**src/rtl/mux2_arb_pkg.sv**
```systemverilog
// Shared FSM state encoding for the two-source round-robin packet arbiter.
package mux2_arb_pkg;

  typedef enum logic [1:0] {
    IDLE    = 2'd0,
    GRANT_A = 2'd1,
    GRANT_B = 2'd2
  } state_t;

endpackage

```
**src/rtl/mux2_sel.sv**
```systemverilog
// WIDTH-wide 2:1 select, combinational; B is chosen only when both selects are high.
module mux2_sel #(
  parameter int WIDTH = 8
) (
  input  logic             sel_b1,
  input  logic             sel_b2,
  input  logic [WIDTH-1:0] a,
  input  logic [WIDTH-1:0] b,
  output logic [WIDTH-1:0] y
);

  always_comb begin
    if (sel_b1 && sel_b2) y = b;
    else                  y = a;
  end

endmodule

```
**src/rtl/mux2_rr_arbiter.sv**
```systemverilog
// Packet-locked round-robin merge of two streams; one-cycle registered output,
// one IDLE bubble per packet, source ready follows the output register's free slot.
module mux2_rr_arbiter
  import mux2_arb_pkg::*;
#(
  parameter int WIDTH = 8,
  parameter int CNT_W = 16
) (
  input  logic             clk,
  input  logic             areset_n,
  input  logic             a_valid,
  input  logic             a_last,
  input  logic [WIDTH-1:0] a_data,
  output logic             a_ready,
  input  logic             b_valid,
  input  logic             b_last,
  input  logic [WIDTH-1:0] b_data,
  output logic             b_ready,
  output logic             out_valid,
  output logic             out_last,
  output logic [WIDTH-1:0] out_data,
  input  logic             out_ready,
  output logic             sel_b1,
  output logic             sel_b2,
  output logic [CNT_W-1:0] pkt_count
);

  state_t           state;
  logic             ptr;
  logic             slot_free;
  logic             acc;
  logic             acc_last;
  logic [WIDTH-1:0] mux_data;
  logic             mux_last;

  assign slot_free = !out_valid || out_ready;
  assign a_ready   = (state == GRANT_A) && slot_free;
  assign b_ready   = (state == GRANT_B) && slot_free;
  assign sel_b1    = (state == GRANT_B);
  assign sel_b2    = (state == GRANT_B);

  mux2_sel #(.WIDTH(WIDTH + 1)) u_mux (
    .sel_b1 (sel_b1),
    .sel_b2 (sel_b2),
    .a      ({a_last, a_data}),
    .b      ({b_last, b_data}),
    .y      ({mux_last, mux_data})
  );

  assign acc      = (a_valid && a_ready) || (b_valid && b_ready);
  assign acc_last = acc && mux_last;

  always_ff @(posedge clk or negedge areset_n) begin
    if (!areset_n) begin
      state     <= IDLE;
      ptr       <= 1'b0;
      out_valid <= 1'b0;
      out_last  <= 1'b0;
      out_data  <= '0;
      pkt_count <= '0;
    end else begin
      case (state)
        IDLE: begin
          if (a_valid && (!b_valid || !ptr)) state <= GRANT_A;
          else if (b_valid)                  state <= GRANT_B;
        end
        GRANT_A, GRANT_B: begin
          // Grant is held through valid gaps; only an accepted last beat releases it.
          if (acc_last) begin
            state <= IDLE;
            ptr   <= (state == GRANT_A);
          end
        end
        default: state <= IDLE;
      endcase

      if (acc) begin
        out_valid <= 1'b1;
        out_data  <= mux_data;
        out_last  <= mux_last;
      end else if (out_ready) begin
        out_valid <= 1'b0;
      end

      if (acc_last) pkt_count <= pkt_count + CNT_W'(1);
    end
  end

endmodule

```
**config.mk**
```make
export PLATFORM = sky130hd
export DESIGN_NAME = mux2_rr_arbiter
export DESIGN_NICKNAME = d
export VERILOG_FILES = /design/src/rtl/mux2_arb_pkg.sv /design/src/rtl/mux2_sel.sv /design/src/rtl/mux2_rr_arbiter.sv
export SDC_FILE = /design/constraint.sdc
export NUM_CORES = 1
export LEC_CHECK = 0
export ABC_CLOCK_PERIOD_IN_PS = 2300
export CAP_MARGIN = 20
export CORE_ASPECT_RATIO = 0.9
export CORE_MARGIN = 3
export CORE_UTILIZATION = 44
export DETAILED_ROUTE_END_ITERATION = 10
export PLACE_DENSITY = 0.91
export SLEW_MARGIN = 20
export SYNTH_ARGS = -nofsm -noshare
export SYNTH_HDL_FRONTEND = slang
export SYNTH_SLANG_ARGS = --single-unit
```
**constraint.sdc**
```tcl
create_clock -name clk -period 2.3 [get_ports clk]
set_input_delay 0.46 -clock clk [delete_from_list [all_inputs] [get_ports clk]]
set_output_delay 0.46 -clock clk [all_outputs]
set_load 0.01 [all_outputs]
```
==> results by group, run 1 <==
Clock network
  – Clock root buffer: clkbuf_4
  – CTS Sinks: 29
  – Clk_lat worst skew: 0.34 ns
  – CTS buffer count: 5
  – CTS H-tree depth: 2
  – Clock slew seen by the registers of the worst setup and hold paths: 0.11 ns
  – Deepest clock path buffer count: 2
  – CTS Hold Bufs: 0
  – Post-CTS Setup Bufs: 0
  – CTS tree: done

Global routing
  – Vias in the first global route: 1162
  – Largest net degree at the start of global routing: 30
  – GR Util All Layers: 0.184
  – Initial antenna violation count: 0
  – Grt ovf: 0
  – Global-route wire length before repair: 5400 um

Critical path
  – Crit. End Element: output pin
  – Required @ worst endpoint: 1.84 ns
  – CP startpoint: state[1]$_DFFE_PN0P_
  – Worst R2R Setup Slack: 0.34 ns
  – Crit-path max FO: 3
  – WS Path Type: reg -> out
  – FF-to-FF Start: state[1]$_DFFE_PN0P_
  – Critical Path AT: 1.78 ns
  – Startpoint Class: flip-flop
  – Cells on worst reg2reg path: 6

Placement
  – Buffers on Ports: 52
  – Placed inst area: 0.00199 sq mm
  – Final Wtd Congestion: 0.732
  – Pre-CTS WS: 0.0559 ns
  – Post-DP HPWL: 2540 um
  – Placed instance count: 221

Synthesis
  – Synth area leaders: dfrtp_1, xnor2_1, mux2i_1
  – Synth Warn #: 0
  – Syn Area/Cell: 11.0 sq um
  – Leading area contributor after synthesis: dfrtp_1
  – Synth unique cells: 33
  – Synth top area share: 0.510
  – EDFF count, synth: 0
  – #FFs+latches synth: 29
  – Mapped Area: 0.00142 sq mm
  – Seq/Total Area, Yosys: 0.510
  – Most common cell in the synthesized netlist: dfrtp_1
  – Most used DFF post-synth: dfrtp_1
  – Commonest cells in the netlist: dfrtp_1, xnor2_1, nand2_1
  – Async SR Flop Fraction: 1.00
  – Net Count, Synth: 156
  – Cell count after synthesis: 129

Drt
  – Antenna Nets Post-Route: 0
  – Vias/cell: 5.14
  – DR vias: 1178
  – Drt total wl: 3330 um
  – Initial DRT Pass Iterations: 4
  – WL/cell: 14.5 um
  – Initial DRC count: 39
  – DRC viols: 0

Floorplanning
  – Die area: 0.00395 sq mm
  – CORE AREA: 0.00291 sq mm
  – Chip width: 65.9 um
  – Top-Level Pins: 53
  – Initial Util: 0.490
  – # rows: 18
  – Chip Height: 59.9 um

Final layout
  – Share of post-route cells with drive strength above 1: 0.116
  – # diodes: 0
  – Post-Layout Inst Area: 0.00207 sq mm
  – Layout area overhead: 45.4%
  – Nets: 215
  – Non-filler cells, final: 229

STA
  – Setup TNS: 0 ns
  – Clock skew: 0.0214 ns
  – Fin. max-slew vios: 0
  – Period utilization: 0.975
  – Slew Limit Headroom: 0.391
  – Min cycle time layout: 2.24 ns
  – Setup ws final: 0.0569 ns
  – Fmax: 446 MHz
  – Worst-margin pin slew: 0.910 ns
  – Final hold violations: 0
  – Setup Viol. Count Final: 0

Worst hold path
  – Worst hold path class: in -> async

Pwr
  – Overall power: 1980 uW
  – Leak: 0.000882 uW
  – Peak VDD IR: 0.663 mV
  – PD cells: 956 mW/mm^2

Run status
  – Status: finished clean

Run
  – Maxcap violations: 0
-- flip-flops by register name, indices dropped and copies added (netlist names) --
| name | flops |
|---|---|
| ptr | 1 |
| out_data | 8 |
| state | 2 |
| out_valid | 1 |
| pkt_count | 16 |
| out_last | 1 |
-- cell usage in the layout (no fill, tap or decap), drive strengths merged --
cell,n
nor2,10
mux2i,9
and3,2
nor2b,1
a221oi,1
ha,4
clkinvlp,1
nor3,2
buf,5
and2,3
nand4,3
nand2b,1
o21ai,1
xor2,1
a311o,1
o211ai,1
mux2,1
clkdlybuf4s50,50
nor4,2
a21oi,9
a21o,1
dlymetal6s2s,1
o22ai,1
and4,2
xnor2,14
nand3,7
clkinv,2
a22oi,1
dfrtp,29
clkbuf,5
or3,1
dlygate4sd2,1
nand2,11
inv,5
-- cell type report --
class                   instances  area, sq um
clock buffers                   5         37.5
clock inverters                 3         17.5
fillers                       195          837
inverters                       5         18.8
multi-input cells              90          656
flip-flops and latches         29          726
well taps                      40         50.0
repair buffers                 57          563
-- routing by layer --
layer / vias to the layer above / wire [um] / GRT usage
li1: 562 / - / -
met1: 572 / 1290 / 0.210
met2: 38 / 1760 / 0.317
met3: 6 / 233 / 0.0771
met4: 0 / 47 / 0.0580
met5: - / 0 / 0
-- where the power goes --
| part | total [uW] | internal [uW] | leakage, uW | switching (uW) |
|---|---|---|---|---|
| Combinational | 918 | 485 | 0.000480 | 433 |
| Clock | 310 | 115 | 0.0000310 | 195 |
| Sequential | 749 | 646 | 0.000370 | 103 |
| Total | 1980 | 1250 | 0.000882 | 732 |
-- final timing paths --
path,end
max,a_ready
min,pkt_count[5]$_DFFE_PN0P_
max reg2reg,ptr$_DFFE_PN0P_
min reg2reg,pkt_count[12]$_DFFE_PN0P_
max in group asynchronous,out_data[2]$_DFFE_PN0P_
min in group clk,pkt_count[12]$_DFFE_PN0P_
-- timing repair --
item | in CTS | in global routing
gates cloned | 0 | 0
endpoints found under the setup margin | 2 | 2
resized for setup | 3 | 3
pin swaps | 0 | 0
-- through the flow --
step | hold slack, ns | utilization
6_report | 0.483 | 0.712
5_1_grt | 0.504 | 0.712
4_1_cts | 0.495 | 0.707
3_5_place_dp | 0.485 | 0.686
3_3_place_gp | 0.461 | 0.686
2_1_floorplan | 0.164 | -
-- cell families (layout without fill, tap and decap cells) --
group | count (synthesis) | after routing | share of synthesized area
AOI/OAI and AO/OA | 16 | 16 | 0.0765
xor gates and xnor gates | 15 | 15 | 0.0924
adders and majority gates | 4 | 4 | 0.0352
buffers and inverters | 10 | 70 | 0.0396
DFF | 29 | 29 | 0.510
muxes | 10 | 10 | 0.0739
and+or+nand+nor | 45 | 45 | 0.172
-- critical path, stage by stage (launching register included) --
cell	delay, ns
dfrtp_1	0.44
inv_1	0.12
ha_2	0.22
and2_1	0.13
clkdlybuf4s50_1	0.54
No activity file was read; power rests on OpenSTA's default activity.
==> run 2: changes to the inputs <==
--- a/config.mk
+++ b/config.mk
@@ -6,7 +6,7 @@
 export NUM_CORES = 1
 export LEC_CHECK = 0
 export ABC_CLOCK_PERIOD_IN_PS = 2300
-export CAP_MARGIN = 20
+export CAP_MARGIN = 10
 export CORE_ASPECT_RATIO = 0.9
 export CORE_MARGIN = 3
 export CORE_UTILIZATION = 44
==> results of run 2 <==
Final layout, timing and power as in run 1 (identical DEF).
